### src/rtl/spart_pkg.sv
// rtl/spart_pkg.sv - shared SPART types and frame-format constants
package spart_pkg;

  typedef enum logic [1:0] {RX_IDLE, RX_START, RX_DATA, RX_STOP} rx_state_t;

  localparam int SPART_OVERSAMPLE = 16;
  localparam int SPART_DATA_BITS  = 8;

endpackage

### src/rtl/spart_rx_if.sv
// rtl/spart_rx_if.sv - serial line, oversample tick and receive-buffer bus of the SPART receiver
interface spart_rx_if #(
  parameter int DATA_BITS = 8
) ();

  logic                 baud_en;
  logic                 rxd;
  logic                 rd_en;
  logic [DATA_BITS-1:0] rx_data;
  logic                 rda;
  logic                 framing_err;
  logic                 overrun_err;

  modport slave (
    input  baud_en, rxd, rd_en,
    output rx_data, rda, framing_err, overrun_err
  );

  modport master (
    output baud_en, rxd, rd_en,
    input  rx_data, rda, framing_err, overrun_err
  );

endinterface

### src/rtl/spart_sync2.sv
// rtl/spart_sync2.sv - two-flop synchroniser for an asynchronous single-bit input
module spart_sync2 #(
  parameter logic RESET_VAL = 1'b1
) (
  input  logic clk,
  input  logic rst_n,
  input  logic i_d,
  output logic o_q
);

  logic r_meta;
  logic r_q;

  always_ff @(posedge clk or negedge rst_n) begin
    if (!rst_n) begin
      r_meta <= RESET_VAL;
      r_q    <= RESET_VAL;
    end else begin
      r_meta <= i_d;
      r_q    <= r_meta;
    end
  end

  assign o_q = r_q;

endmodule

### src/rtl/spart_rx.sv
// rtl/spart_rx.sv - 8N1 serial receiver with one-deep receive buffer and error flags
module spart_rx
  import spart_pkg::*;
#(
  parameter int OVERSAMPLE = SPART_OVERSAMPLE,
  parameter int DATA_BITS  = SPART_DATA_BITS
) (
  input  logic        clk,
  input  logic        rst_n,
  spart_rx_if.slave   bus
);

  localparam int TW = $clog2(OVERSAMPLE);
  localparam int BW = $clog2(DATA_BITS + 1);
  localparam logic [TW-1:0] HALF_LAST = TW'(OVERSAMPLE / 2 - 1);
  localparam logic [TW-1:0] FULL_LAST = TW'(OVERSAMPLE - 1);
  localparam logic [BW-1:0] LAST_BIT  = BW'(DATA_BITS - 1);

  logic                 w_rxd_s;
  rx_state_t            r_state;
  logic [TW-1:0]        r_tick;
  logic [BW-1:0]        r_bit;
  logic [DATA_BITS-1:0] r_shift;
  logic [DATA_BITS-1:0] r_rx_data;
  logic                 r_rda;
  logic                 r_framing_err;
  logic                 r_overrun_err;

  spart_sync2 #(.RESET_VAL(1'b1)) u_rxd_sync (
    .clk   (clk),
    .rst_n (rst_n),
    .i_d   (bus.rxd),
    .o_q   (w_rxd_s)
  );

  always_ff @(posedge clk or negedge rst_n) begin
    if (!rst_n) begin
      r_state       <= RX_IDLE;
      r_tick        <= '0;
      r_bit         <= '0;
      r_shift       <= '0;
      r_rx_data     <= '0;
      r_rda         <= 1'b0;
      r_framing_err <= 1'b0;
      r_overrun_err <= 1'b0;
    end else begin
      if (bus.rd_en) begin
        r_rda         <= 1'b0;
        r_framing_err <= 1'b0;
        r_overrun_err <= 1'b0;
      end
      if (bus.baud_en) begin
        case (r_state)
          RX_IDLE: begin
            if (!w_rxd_s) begin
              r_state <= RX_START;
              r_tick  <= '0;
            end
          end
          RX_START: begin
            // Mid start bit: a high line here was a glitch, not a frame.
            if (r_tick == HALF_LAST) begin
              if (w_rxd_s) begin
                r_state <= RX_IDLE;
              end else begin
                r_state <= RX_DATA;
                r_tick  <= '0;
                r_bit   <= '0;
              end
            end else begin
              r_tick <= r_tick + 1'b1;
            end
          end
          RX_DATA: begin
            if (r_tick == FULL_LAST) begin
              r_tick  <= '0;
              r_shift <= {w_rxd_s, r_shift[DATA_BITS-1:1]};
              r_bit   <= r_bit + 1'b1;
              if (r_bit == LAST_BIT) r_state <= RX_STOP;
            end else begin
              r_tick <= r_tick + 1'b1;
            end
          end
          RX_STOP: begin
            // Load overrides a coincident read; the byte is kept even on a bad stop bit.
            if (r_tick == FULL_LAST) begin
              r_state       <= RX_IDLE;
              r_tick        <= '0;
              r_rx_data     <= r_shift;
              r_rda         <= 1'b1;
              r_framing_err <= ~w_rxd_s;
              r_overrun_err <= r_rda & ~bus.rd_en;
            end else begin
              r_tick <= r_tick + 1'b1;
            end
          end
          default: r_state <= RX_IDLE;
        endcase
      end
    end
  end

  assign bus.rx_data     = r_rx_data;
  assign bus.rda         = r_rda;
  assign bus.framing_err = r_framing_err;
  assign bus.overrun_err = r_overrun_err;

endmodule

### src/flat_wrapper.sv
// flat-port wrapper written by rule: the top's interface ports become plain ports
module spart_rx_flat import spart_pkg::*;
#(
  parameter int OVERSAMPLE = SPART_OVERSAMPLE,
  parameter int DATA_BITS  = SPART_DATA_BITS
)
  (clk, rst_n, bus_baud_en, bus_rxd, bus_rd_en, bus_rx_data, bus_rda, bus_framing_err, bus_overrun_err);
  spart_rx_if #(.DATA_BITS(DATA_BITS)) bus_i ();
  input  logic clk;
  input  logic rst_n;
  input wire logic [$bits(bus_i.baud_en)-1:0] bus_baud_en;
  input wire logic [$bits(bus_i.rxd)-1:0] bus_rxd;
  input wire logic [$bits(bus_i.rd_en)-1:0] bus_rd_en;
  output wire logic [$bits(bus_i.rx_data)-1:0] bus_rx_data;
  output wire logic [$bits(bus_i.rda)-1:0] bus_rda;
  output wire logic [$bits(bus_i.framing_err)-1:0] bus_framing_err;
  output wire logic [$bits(bus_i.overrun_err)-1:0] bus_overrun_err;
  assign bus_i.baud_en = bus_baud_en;
  assign bus_i.rxd = bus_rxd;
  assign bus_i.rd_en = bus_rd_en;
  assign bus_rx_data = bus_i.rx_data;
  assign bus_rda = bus_i.rda;
  assign bus_framing_err = bus_i.framing_err;
  assign bus_overrun_err = bus_i.overrun_err;
  spart_rx #(.OVERSAMPLE(OVERSAMPLE), .DATA_BITS(DATA_BITS)) u_core (.clk(clk), .rst_n(rst_n), .bus(bus_i));
endmodule
### config.mk
export PLATFORM = sky130hd
export DESIGN_NAME = spart_rx_flat
export DESIGN_NICKNAME = d
export VERILOG_FILES = /design/src/rtl/spart_pkg.sv /design/src/rtl/spart_rx_if.sv /design/src/rtl/spart_sync2.sv /design/src/rtl/spart_rx.sv /design/src/flat_wrapper.sv
export SDC_FILE = /design/constraint.sdc
export NUM_CORES = 1
export LEC_CHECK = 0
export ABC_AREA = 1
export BUFFER_PORTS_ARGS = -buffer_cell sky130_fd_sc_hd__buf_2
export CAP_MARGIN = 20
export CORE_ASPECT_RATIO = 1.25
export CORE_MARGIN = 10
export CORE_UTILIZATION = 46
export DETAILED_ROUTE_END_ITERATION = 12
export HOLD_SLACK_MARGIN = 0.02
export MAX_ROUTING_LAYER = met4
export PLACE_DENSITY_LB_ADDON = 0.15
export SLEW_MARGIN = 5
export SYNTH_ARGS = -nofsm -noshare
export SYNTH_HDL_FRONTEND = slang
export SYNTH_SLANG_ARGS = --single-unit
### constraint.sdc
create_clock -name clk -period 2.45 [get_ports clk]
set_input_delay 0.1225 -clock clk [delete_from_list [all_inputs] [get_ports clk]]
set_output_delay 0.1225 -clock clk [all_outputs]
set_load 0.03 [all_outputs]
# After elaboration in Yosys (flattened, before gate mapping)
# Cells that the tools add are included.
# totals
reg_bits	31
out_inout_bits	11
elab_cells	61
# classes
add_sub_neg	2
eq_ne	12
muxes	27
n_bitwise	3
reduce_logical	7
# op_table
operator	count
2-to-1 mux 4 bit	6
2-to-1 mux 1 bit	12
2-to-1 mux 2 bit	6
one-hot mux 4 bit (3 select lines)	1
adder 4 x 1 -> 4 bit (second input constant)	2
== test 4 x 3 -> 1 bit (second input constant)	2
!= test 2 x 1 -> 1 bit (second input constant)	4
one-hot mux 2 bit (4 select lines)	1
one-hot mux 4 bit (2 select lines)	1
AND reduction 3 bit	2
AND reduction 6 bit	1
AND reduction 5 bit	1
== test 2 bit (second input constant)	2
== test 4 bit (second input constant)	1
!= test 2 bit (second input constant)	2
== test 2 x 1 -> 1 bit (second input constant)	1
zero test 2 bit	1
NOT 1 bit	2
nonzero test 2 bit	1
OR reduction 2 bit	1
bitwise AND 1 bit	1

# Depth between registers and ports, before layout
# logic_depth
ltp_word	5
ltp_mapped	8
mapped_depth_nobuf	8

# Cells and area by module
# Synthesis repeated with hierarchy kept, for this count alone.
# hier_totals
cells_unflattened	152
area_unflattened_um2	1345.0
# by_module_without_submodules
mod	instances	cells_each	area_each_um2
spart_rx	1	150	1292.5
spart_sync2	1	2	52.6

# Least setup slack after synthesis
# No wires, ideal clock.
# synth_timing
kind	register to register
start	reg u_core.r_tick[0]
end	reg u_core.r_shift[0]
t_arrival_ns	1.170
required_time_ns	2.324
path_slack_ns	1.154
path_stages_with_launch	8
path_buffers	1
period_less_slack_ns	1.296
path_cell_list	dfrtp_1 -> ha_1 -> nand2_2 -> nor2_4 -> nand2_2 -> nor2_8 -> buf_6 -> o21ai_0
# synth_between
elab_chain_cells	2
# synth_lines
item	line_no	rtl
start, declared	spart_rx.sv:21	logic [TW-1:0] r_tick;
start signal, assigned	spart_rx.sv:71	r_tick <= r_tick + 1'b1;
start signal, assigned	spart_rx.sv:81	r_tick <= r_tick + 1'b1;
start signal, assigned	spart_rx.sv:94	r_tick <= r_tick + 1'b1;
== test 4 bit	spart_rx.sv:75	if (r_tick == FULL_LAST) begin
AND reduction 3 bit (no line)	--	
end signal, assigned	spart_rx.sv:77	r_shift <= {w_rxd_s, r_shift[DATA_BITS-1:1]};
end, declared	spart_rx.sv:23	logic [DATA_BITS-1:0] r_shift;
# Every way passes these cells.
# A chain may end at the register's enable or synchronous reset.

# Worst setup path after layout
# layout_timing
start	reg u_core.r_tick[0]
end	reg u_core.r_bit[0]
# layout_between
elab_chain_cells	3
word_cells_on_any_way	5
# layout_lines
item	line_no	rtl
== test 4 bit or == test 4 x 3 -> 1 bit (tied branches)	spart_rx.sv:75, spart_rx.sv:62	
!= test 2 x 1 -> 1 bit (no line)	--	
AND reduction 5 bit (no line) (*)	--	
end signal, assigned	spart_rx.sv:78	r_bit <= r_bit + 1'b1;
end, declared	spart_rx.sv:22	logic [BW-1:0] r_bit;
# Mark *: on every way between the ends. The rest lies on a longest branch, timed or not.

==> flow_summary.ini <==
[placement]
place_hpwl_um = 1840
dp_cells = 204
port_buffers = 15
place.gp.congestion = 0.878

[layout]
mostFrequentLayoutCell = nand2_1
fin_cells = 214
n_antenna_cell = 0
drive_gt1_share_pct = 18.5
fin_nets = 184
nFillCells = 306
syn2layout_area_growth_pct = 13.8
layout_common_cells = nand2_1 (51), dfrtp_1 (29), inv_1 (15), buf_2 (15), nand3_1 (12)

[power]
leakage_nw = 0.814
power_density_nw_per_um2 = 782
ir_worst_vdd_v = 0.000453

[logic_synthesis]
ys_seq_elements = 31
ys_top_cells_by_area = dfrtp_1 (53%), nand2_1 (14%), nand3_1 (4.4%)
synth_nets = 163
avgSynthCellArea_um2 = 8.81
yosysUniqueCellTypes = 22
yosysTopAreaCell = dfrtp_1
netlist_area_um2 = 1370
seq_area_frac_synth_pct = 56.6
yosysWarnings = 0
yosys.area.top_type_share_pct = 52.8
netlist_instances = 156

[floorplan]
die_h_um = 81.1
floorplan.io_pins = 16
num_rows = 22
start_util_pct = 47.1
die_width_um = 68.9
die_area_um2 = 5590
fp.coreArea_um2 = 2920

[global_route]
grt_start_max_net_pins = 32
antenna_found_initial = 0
overflow = 0
grt_pass1_vias = 1130
grt_first_pass_wirelength_um = 4640
gr-usage-all-layers_pct = 11.3

[cts]
cts.reportedPaths.clkPinSlew_ns = 0.10
cts_tree = built
cts_sinks = 31
clk_latency_ns = 0.33
numCtsBuffers = 5
root_buffer = clkbuf_4
cts.path.max_buffers = 2
htreeDepth = 2
cts_repair_resize_count = 0

[worst_hold_path]
hp-class = input port to flip-flop

[timing]
rsz0062_at_grt = no
fin_crit_ns = 1.46
drv_slew = 0
skew_ns = 0.00743
slew-limit-headroom_pct = 55.9
hold_viol = 0
tns_ns = 0
worst_pin_slew_ns = 0.661
max_freq_mhz = 686
setup_viol = 0
fin_crit_sh_pct = 59.5

[job]
cap_violations = 0

[worst_setup_path]
critical_path_buf_inv_count = 0
cp.required_ns = 2.68
endpoint_kind = flip-flop
start_kind = flip-flop
max_stage_delay_ns = 0.39
crit_chain = ha_1 -> nand2_2 -> nor2_4 -> nand2_2 -> nand2_1 -> nand3_1 -> nor2_1 -> nor2_1
path_class = flip-flop to flip-flop
crit_slowest_cell = dfrtp_1
worstPathMaxFanout = 5
path_delay_family = simple AND/OR/NAND/NOR gates
crit_arrival_ns = 1.69

[outcome]
status = finished clean

[detailed_routing]
postRouteAntennaNets = 0
wl_um = 2580
drc = 0
vias_per_cell = 4.89
vias = 1046
first_pass_iters = 4
routedWlPerCell_um = 12.0
dr.first_iter.drc_count = 81
[worst min-delay path, cell delays in order]
cell and delay (ns):
buf_2 0.07, inv_1 0.05, nand2_1 0.07, nand2_1 0.05
[power by group]
group / total, mW / internal [mW] / switching, mW
logic: 0.247 / 0.0891 / 0.158
clock network: 0.336 / 0.169 / 0.168
registers: 0.640 / 0.569 / 0.0706
total: 1.22 / 0.827 / 0.396
[stage by stage]
stage               worst slack, ns  utilization (%)  instance area, µm²  hold WS [ns]  total power [mW]
floorplan                      1.15                -                1370        -0.173             0.827
global placement               1.08             50.6                1480         0.195             0.884
detailed placement             1.03             50.6                1480         0.203             0.894
CTS                           0.996             53.6                1560        0.0620              1.24
global route                  0.809             53.6                1560        0.0632              1.32
finish                        0.993             53.6                1560        0.0716              1.22
[cells by family after synthesis]
group / synth area share, %
AO/OA/AOI/OAI: 8.47
XOR/XNOR: 1.28
adder cells (fa/ha/maj): 1.82
buffers and inverters: 6.28
flip-flops: 56.6
AND/OR/NAND/NOR: 25.5
[sequential cells by signal, summed over array words and instances, names as in the netlist, named ones only]
signal	count
u_core.bus.framing_err	1
u_core.bus.overrun_err	1
u_core.bus.rda	1
u_core.bus.rx_data	8
u_core.r_bit	4
u_core.r_shift	8
u_core.r_state	1
u_core.r_tick	4
u_core.u_rxd_sync.o_q	1
u_core.u_rxd_sync.r_meta	1
[Yosys cell counts]
library cell and instances:
dfrtp_1 29, xor2_1 2, or2_2 1, buf_2 3, o21ai_1 11, ha_1 2
nand3b_1 1, nand3_1 12, nand4_1 1, o21ai_0 10, o22ai_1 1, a21oi_1 1
buf_6 1, nor2_2 1, dfstp_2 2, inv_1 15, nor2_1 6, nor2_8 1
inv_2 1, nor2_4 1, nand2_2 3, nand2_1 51
[metal layers]
layer	vias to the layer above	wire, µm	track usage, %
met1	490	1120	11.3
met2	15	1330	18.5
met5	-	0	-
li1	536	-	-
met3	5	84	3.44
met4	0	51	7.11
[final cells by class]
type | count | area (µm²) | share of cell area [%]
clock buffers | 8 | 68.8 | 4.40
inverters | 16 | 60.1 | 3.84
multi-input cells | 105 | 509 | 32.6
flip-flops and latches | 31 | 778 | 49.8
well taps | 36 | 45.0 | 2.88
repair buffers | 18 | 103 | 6.56
[worst paths after layout]
| check | from | endpoint | slack (ns) | depth (start not counted) |
|---|---|---|---|---|
| setup / recovery | u_core.r_tick[0] | u_core.r_bit[0] | 0.99 | 8 |
| setup reg to reg | u_core.r_tick[0] | u_core.r_bit[0] | 0.99 | 8 |
| min in group asynchronous | rst_n | u_core.r_shift[7] | 0.36 | 2 |
| hold reg to reg | u_core.u_rxd_sync.r_meta | u_core.u_rxd_sync.o_q | 0.36 | 0 |
| hold / removal | bus_rd_en | u_core.bus.rda | 0.07 | 4 |
| max in group asynchronous | rst_n | u_core.bus.rx_data[0] | 1.66 | 2 |
[what timing repair did]
action,in CTS,in global routing
hold endpoints to repair,30,0
hold buffers,2,0
buffers inserted,0,0
No activity file was read; power rests on OpenSTA's default activity.
